===== src/rtl/frame_buffer_scheduler.sv =====
// Ping-pong frame-buffer scheduler: discards sensor settle frames, gates capture
// into the buffer not being displayed, and swaps buffers at display frame boundaries.
module frame_buffer_scheduler #(
  parameter int unsigned SKIP_FRAMES = 3,
  parameter int unsigned CNT_W       = 8
) (
  input  logic             iclk,
  input  logic             irst,
  input  logic             cam_vsync_rise,
  input  logic             cam_frame_done,
  input  logic             lcd_frame_done,
  output logic             frame_enable,
  output logic             cap_en,
  output logic             cap_restart,
  output logic             wr_buf_sel,
  output logic             rd_buf_sel,
  output logic             rd_valid,
  output logic             frame_swap,
  output logic [CNT_W-1:0] dropped_cnt
);

  typedef enum logic [1:0] {SETTLE, IDLE, CAPTURE, DROP} state_t;

  localparam logic [8:0] SKIP_W = 9'(SKIP_FRAMES);

  state_t             state, state_n;
  logic [7:0]         settle_cnt, settle_cnt_n;
  logic [8:0]         settle_sum;
  logic               pending, pending_n;
  logic               frame_enable_n;
  logic               cap_en_n;
  logic               cap_restart_n;
  logic               rd_buf_sel_n;
  logic               rd_valid_n;
  logic               swap;
  logic               drop_inc;
  logic [CNT_W-1:0]   dropped_cnt_n;

  always_ff @(posedge iclk or posedge irst) begin
    if (irst) begin
      state        <= SETTLE;
      settle_cnt   <= '0;
      pending      <= 1'b0;
      frame_enable <= 1'b0;
      cap_en       <= 1'b0;
      cap_restart  <= 1'b0;
      rd_buf_sel   <= 1'b0;
      wr_buf_sel   <= 1'b1;
      rd_valid     <= 1'b0;
      frame_swap   <= 1'b0;
      dropped_cnt  <= '0;
    end else begin
      state        <= state_n;
      settle_cnt   <= settle_cnt_n;
      pending      <= pending_n;
      frame_enable <= frame_enable_n;
      cap_en       <= cap_en_n;
      cap_restart  <= cap_restart_n;
      rd_buf_sel   <= rd_buf_sel_n;
      wr_buf_sel   <= ~rd_buf_sel_n;
      rd_valid     <= rd_valid_n;
      frame_swap   <= swap;
      dropped_cnt  <= dropped_cnt_n;
    end
  end

  always_comb begin
    state_n        = state;
    settle_cnt_n   = settle_cnt;
    frame_enable_n = frame_enable;
    cap_en_n       = cap_en;
    cap_restart_n  = 1'b0;
    pending_n      = pending;
    drop_inc       = 1'b0;
    // Swap decision uses pending as it stood before this cycle's capture update.
    swap           = lcd_frame_done & pending;
    settle_sum     = {1'b0, settle_cnt} + {8'd0, cam_frame_done};

    unique case (state)
      SETTLE: begin
        settle_cnt_n = settle_sum[7:0];
        if (settle_sum >= SKIP_W) begin
          state_n        = IDLE;
          frame_enable_n = 1'b1;
        end
      end
      IDLE: begin
        if (cam_vsync_rise) begin
          if (pending) begin
            state_n  = DROP;
            drop_inc = 1'b1;
          end else begin
            state_n       = CAPTURE;
            cap_en_n      = 1'b1;
            cap_restart_n = 1'b1;
          end
        end
      end
      CAPTURE: begin
        if (cam_frame_done) begin
          state_n   = IDLE;
          cap_en_n  = 1'b0;
          pending_n = 1'b1;
          drop_inc  = cam_vsync_rise;
        end else if (cam_vsync_rise) begin
          cap_restart_n = 1'b1;
          drop_inc      = 1'b1;
        end
      end
      DROP: begin
        if (cam_frame_done) begin
          state_n  = IDLE;
          drop_inc = cam_vsync_rise;
        end else if (cam_vsync_rise) begin
          drop_inc = 1'b1;
        end
      end
      default: state_n = SETTLE;
    endcase

    if (swap) pending_n = 1'b0;

    rd_buf_sel_n  = rd_buf_sel ^ swap;
    rd_valid_n    = rd_valid | swap;
    dropped_cnt_n = (drop_inc && (dropped_cnt != '1)) ? dropped_cnt + CNT_W'(1) : dropped_cnt;
  end

endmodule

===== config.mk =====
export PLATFORM = sky130hd
export DESIGN_NAME = frame_buffer_scheduler
export DESIGN_NICKNAME = d
export VERILOG_FILES = /design/src/rtl/frame_buffer_scheduler.sv
export SDC_FILE = /design/constraint.sdc
export NUM_CORES = 1
export LEC_CHECK = 0
export BUFFER_PORTS_ARGS = -buffer_cell sky130_fd_sc_hd__buf_2
export CAP_MARGIN = 20
export CORE_MARGIN = 2
export CORE_UTILIZATION = 30
export CTS_CLUSTER_DIAMETER = 150
export DETAILED_ROUTE_END_ITERATION = 10
export HOLD_SLACK_MARGIN = 0.15
export SLEW_MARGIN = 30
export SYNTH_ARGS = -nofsm -noshare
export SYNTH_HDL_FRONTEND = slang
export SYNTH_SLANG_ARGS = --single-unit

===== constraint.sdc =====
create_clock -name iclk -period 2.39 [get_ports iclk]
set_input_delay 0.5975 -clock iclk [delete_from_list [all_inputs] [get_ports iclk]]
set_output_delay 0.5975 -clock iclk [all_outputs]
set_load 0.005 [all_outputs]

==> results of run 1 <==
[state kept, by name, indices dropped and copies added (netlist names)]
signal,cells
frame_enable,1
cap_en,1
frame_swap,1
cap_restart,1
state,2
pending,1
settle_cnt,8
rd_valid,1
rd_buf_sel,1
dropped_cnt,8
wr_buf_sel,1
[power breakdown]
group          switching [W]  total [W]  internal (W)  leakage (nW)
combinational       0.000326   0.000641      0.000315         0.350
clock               0.000142   0.000366      0.000224        0.0357
sequential          0.000154   0.000742      0.000588         0.323
[worst register-to-register path, delay by kind of cell (launching register included)]
kind,cells,cell delay [ps]
muxes,1,350
buffers and inverters,1,160
adders and majority gates,2,490
DFF,1,390
AOI/OAI and AO/OA,3,610
[cells by family after synthesis]
kind of cell / Yosys count / synth area share
DFF: 26 / 0.503
muxes: 7 / 0.0579
AOI/OAI and AO/OA: 11 / 0.0811
adders and majority gates: 7 / 0.0676
xor gates and xnor gates: 16 / 0.108
and+or+nand+nor: 35 / 0.143
buffers and inverters: 11 / 0.0396
[layer usage]
metal / GRT usage / vias to the layer above / share of wire
li1: - / 427 / -
met5: 0 / - / 0
met4: 0.0513 / 0 / 0.017
met2: 0.184 / 16 / 0.49
met1: 0.138 / 432 / 0.44
met3: 0.0334 / 6 / 0.050
[final cells by class]
cell class                      count  area, µm²  area share
Tap cell                           50       62.6      0.0413
Multi-Input combinational cell     76        593       0.391
Sequential cell                    26        652       0.430
Clock buffer                        3       41.3      0.0273
Clock inverter                      1       30.0      0.0198
Timing Repair Buffer               21        110      0.0727
Inverter                            7       26.3      0.0173
[per-stage QoR]
stage	instances	area, µm²
final	184	1520
after global placement	180	1440
after global routing	184	1520
after floorplan	113	1300
after detailed placement	180	1440
after CTS	184	1520
[synth_stat cells]
library cell	count	area share
a2111oi_2	1	0.012
a2111oi_4	1	0.021
a21o_1	1	0.0058
a21oi_1	2	0.0077
a311oi_2	1	0.012
a31oi_1	3	0.014
and3_1	5	0.024
and3_4	1	0.0087
and4_1	1	0.0068
buf_2	2	0.0077
buf_6	1	0.0087
clkbuf_1	1	0.0029
dfrtp_1	25	0.48
dfstp_2	1	0.020
ha_1	7	0.068
inv_1	7	0.020
mux2_1	2	0.017
mux2_2	2	0.017
mux2i_1	3	0.023
nand2_1	13	0.038
nand2b_1	4	0.019
nand3_1	2	0.0077
nand4_1	6	0.029
nor2_1	2	0.0058
nor3_1	1	0.0039
o21ai_1	1	0.0039
o22ai_1	1	0.0048
xnor2_1	15	0.10
xor2_1	1	0.0068
[final timing paths]
kind	from	to	slack, ps
hold / removal	irst	frame_enable$_DFFE_PP0P_	360
setup / recovery	cam_frame_done	state[0]$_DFFE_PP0P_	200
max in group asynchronous	irst	wr_buf_sel$_DFF_PP1_	1740
setup reg to reg	settle_cnt[0]$_DFFE_PP0P_	state[0]$_DFFE_PP0P_	270
min in group iclk	frame_enable$_DFFE_PP0P_	frame_enable$_DFFE_PP0P_	460
hold reg to reg	frame_enable$_DFFE_PP0P_	frame_enable$_DFFE_PP0P_	460
==> impl_metrics.csv, run 1 <==
group,metric,value,unit
global_route,grt_pass1_vias,957,
final_layout,n_fill_cell,435,
critical_path,reg2regPathDepth,7,
floorplanning,fp-row-count,23,
floorplanning,ios,20,
cts,worstSkewPairLatency,270,ps
pwr,p_leak,0.708,nW
timing,final.setup.tns,0,ps
floorplanning,die_x,69.7,µm
pwr,power_density,1150,nW/µm²
logic_synthesis,yosysWarnings,0,
routing,drt-pass1-iter-count,3,
logic_synthesis,ys_types,29,
critical_path,critPathLaunchType,"input port",
cts,root_buffer,"clkbuf_8",
global_route,grt_pass1_wl,4420,µm
run_status,status,"finished, final reports clean",
timing,fmax,0.457,GHz
hold_path,hold_class,"input port to asynchronous set/reset pin",
timing,final.setup_skew,1.76,ps
floorplanning,die_h,69.7,µm
critical_path,cp_num_cells,8,
placed_design,dp_slack,3.20,ps
critical_path,crit_chain,"buf_2 > ha_1 > ha_1 > buf_4 > a31oi_1 > a2111oi_2 > a31oi_1 > mux2_1",
routing,wl_per_cell,13.2,µm
cts,clock-sinks,26,
pwr,power.total,0.00175,W
final_layout,drive_gt1_frac,0.239,
cts,holdBufCountCts,0,
pwr,vdd_drop_max,388,µV
routing,drt_iter0_drc,11,
critical_path,crit_family,"compound AO/OA/AOI/OAI gates",
global_route,grt_max_degree,27,
timing,setup_ws,203,ps
cts,cts_buffer_depth,2,
cts,cts_tree,"built",
timing,drv_slew,0,
global_route,grt_overflow,0,
critical_path,cp_slowest_cell,"mux2_1",
critical_path,worstSetupEndpointType,"flop",
final_layout,layout.nets,147,
run,drv_cap,0,
floorplanning,core_region_area,4090,µm²
cts,post_cts_buffers,0,
routing,wirelength,2430,µm
global_route,grt.total_usage,0.113,
placed_design,dp_hpwl,1750,µm
floorplanning,die-area,4860,µm²
logic_synthesis,synthesis.area,1300,µm²
floorplanning,initial_core_util,0.317,
cts,h-tree-depth,1,
routing,vias_per_cell,4.79,
placed_design,gp_congestion,0.806,
logic_synthesis,ys_ff_latch,26,
critical_path,critPathBufInv,2,
cts,cts_buffers,3,
critical_path,cp.arrival,2350,ps
timing,slew_headroom,0.626,
final_layout,final_common_cell,"dfrtp_1",
final_layout,area_growth,16.9,%
placed_design,port_buffers,19,
final_layout,final_cell_mix,"25 x dfrtp_1, 19 x buf_2, 15 x xnor2_1",
global_route,antenna_found_initial,0,
final_layout,final_core_util,0.371,
logic_synthesis,ys_seq_area_frac,0.503,
critical_path,required,2550,ps
routing,final_antenna_net_count,0,
critical_path,slowest_delay,350,ps
routing,dr_total_vias,881,
routing,drc,0,
logic_synthesis,syn_nets,125,
timing,fin_crit_sh,0.915,
timing,worst_pin_slew,560,ps
critical_path,critical_path_class,"input port to flop",
logic_synthesis,postSynthAreaPerCell,11.5,µm²
timing,setup_violations,0,
timing,grt_setup_unrepaired,"false",
logic_synthesis,synthCells,113,
final_layout,n_antenna_cell,0,
timing,min_period,2190,ps
timing,fin_hold_ws,358,ps
cts,cts.reportedPaths.clkPinSlew,90,ps
timing,finalHoldViolCount,0,
critical_path,worstPathMaxFanout,5,
cts,post_cts_resized,0,
Power figures use the tool's default switching activity.
==> run 2: changes to the inputs <==
- CELL_PAD_IN_SITES_DETAIL_PLACEMENT: unset -> 1
- CELL_PAD_IN_SITES_GLOBAL_PLACEMENT: unset -> 2
- PLACE_DENSITY_LB_ADDON: unset -> 0.1
==> run 2 against run 1 <==
  * Final cell count is 0.54% higher
  * Die area stayed put
  * Critical path depth stayed put
  * Worst setup slack better by 60 ps
  * Critical path type unchanged
  * Global-route usage is 0.66 points higher
  * Largest power group unchanged
  * Clock-buffer cell count stayed put
==> impl_metrics.csv, run 2 (synthesis gave the netlist of run 1 again) <==
group,metric,value,unit
run_status,status,"finished, final reports clean",
timing,final.setup_skew,2.67,ps
timing,fin_crit_sh,0.890,
final_layout,final_cell_mix,"25 x dfrtp_1, 19 x buf_2, 15 x xnor2_1",
final_layout,layout.nets,148,
routing,vias_per_cell,4.83,
critical_path,critical_path_class,"input port to flop",
timing,min_period,2130,ps
timing,finalHoldViolCount,0,
routing,wirelength,2680,µm
final_layout,drive_gt1_frac,0.244,
placed_design,gp_congestion,0.756,
floorplanning,die-area,4860,µm²
critical_path,slowest_delay,350,ps
cts,post_cts_resized,0,
cts,cts_buffer_depth,2,
timing,drv_slew,0,
global_route,grt_pass1_vias,931,
pwr,power_density,1170,nW/µm²
critical_path,required,2550,ps
timing,setup_violations,0,
cts,holdBufCountCts,0,
critical_path,cp_num_cells,8,
floorplanning,ios,20,
floorplanning,initial_core_util,0.317,
pwr,p_leak,0.713,nW
critical_path,timing.rr.end,"dropped_cnt[1]$_DFFE_PP0P_",
final_layout,n_antenna_cell,0,
floorplanning,die_x,69.7,µm
critical_path,critPathLaunchType,"input port",
critical_path,crit_chain,"buf_2 > ha_1 > ha_1 > nor3_1 > a31oi_1 > a2111oi_2 > a31oi_1 > mux2_1",
cts,cts.reportedPaths.clkPinSlew,90,ps
timing,slew_headroom,0.619,
cts,root_buffer,"clkbuf_8",
routing,wl_per_cell,14.5,µm
critical_path,worstPathMaxFanout,5,
critical_path,r2r_slack,270,ps
cts,h-tree-depth,1,
cts,worstSkewPairLatency,270,ps
floorplanning,die_h,69.7,µm
timing,final.setup.tns,0,ps
global_route,antenna_found_initial,0,
critical_path,crit_start,"cam_frame_done",
critical_path,critPathCapture,"state[0]$_DFFE_PP0P_",
placed_design,dp_hpwl,2010,µm
hold_path,hold_class,"input port to asynchronous set/reset pin",
critical_path,crit_family,"compound AO/OA/AOI/OAI gates",
cts,clock-sinks,26,
routing,drt-pass1-iter-count,4,
global_route,grt.total_usage,0.120,
critical_path,cp.arrival,2280,ps
placed_design,place_inst,181,
pwr,power.total,0.00178,W
final_layout,reg_top3,"dropped_cnt (8), settle_cnt (8), state (2)",
timing,grt_setup_unrepaired,"false",
final_layout,final_common_cell,"dfrtp_1",
routing,drt_iter0_drc,39,
global_route,grt_overflow,0,
cts,cts_buffers,3,
critical_path,cp_slowest_cell,"mux2_1",
cts,cts_tree,"built",
critical_path,worstSetupEndpointType,"flop",
timing,worst_pin_slew,572,ps
critical_path,critPathBufInv,1,
placed_design,port_buffers,19,
pwr,vdd_drop_max,339,µV
critical_path,reg2reg_from,"dropped_cnt[0]$_DFFE_PP0P_",
floorplanning,core_region_area,4090,µm²
routing,dr_total_vias,894,
routing,final_antenna_net_count,0,
global_route,grt_pass1_wl,4610,µm
final_layout,fin_cells,185,
timing,fmax,0.470,GHz
floorplanning,fp-row-count,23,
routing,drc,0,
cts,post_cts_buffers,0,
run,drv_cap,0,
critical_path,reg2regPathDepth,5,
final_layout,area_growth,17.5,%
global_route,grt_max_degree,27,
run 2: changes by cell type in the layout (fill, tap and decap cells not counted), sizes merged:
cell,previous run,this run
buf,21,22
run 2: per-layer routing:
| layer | GRT usage | part of all wire | vias up |
|---|---|---|---|
| met1 | 0.159 | 0.46 | 441 |
| met4 | 0.0449 | 0.013 | 0 |
| li1 | - | - | 428 |
| met2 | 0.191 | 0.48 | 21 |
| met3 | 0.0247 | 0.044 | 4 |
| met5 | 0 | 0 | - |
run 2: layout make-up:
cell class | instances | area (µm²)
clock buffer | 3 | 41.3
clock inverter | 1 | 30.0
sequential | 26 | 652
inverter | 7 | 26.3
multi-input combinational | 76 | 593
tap | 50 | 62.6
fill | 480 | 2560
timing repair buffer | 22 | 118
run 2: metrics by stage:
step	utilization	setup slack, ps	hold WS (ps)	area (µm²)
after global routing	0.373	96.9	396	1520
after CTS	0.373	223	371	1520
after floorplan	-	228	451	1300
after detailed placement	0.355	-39.3	462	1450
after global placement	0.355	57.9	437	1450
final	0.373	263	355	1520
run 2: worst register-to-register path: stages (launching register included):
cell       delay (ps)
dfrtp_1           420
ha_1              260
and3_1            200
and3_4            180
a2111oi_4         570
mux2_1            380
run 2: how the worst min path moves through the flow:
stage                                 endpoint  slack, ps
global route        dropped_cnt[5]$_DFFE_PP0P_        400
finish                    rd_buf_sel$_DFF_PP0_        350
CTS                       rd_buf_sel$_DFF_PP0_        370
floorplan             frame_enable$_DFFE_PP0P_        450
global placement      frame_enable$_DFFE_PP0P_        440
detailed placement    frame_enable$_DFFE_PP0P_        460
run 2: power by group:
part	internal [W]	switching, W
combinational	0.000330	0.000340
clock	0.000224	0.000142
sequential	0.000588	0.000155
total	0.00114	0.000636
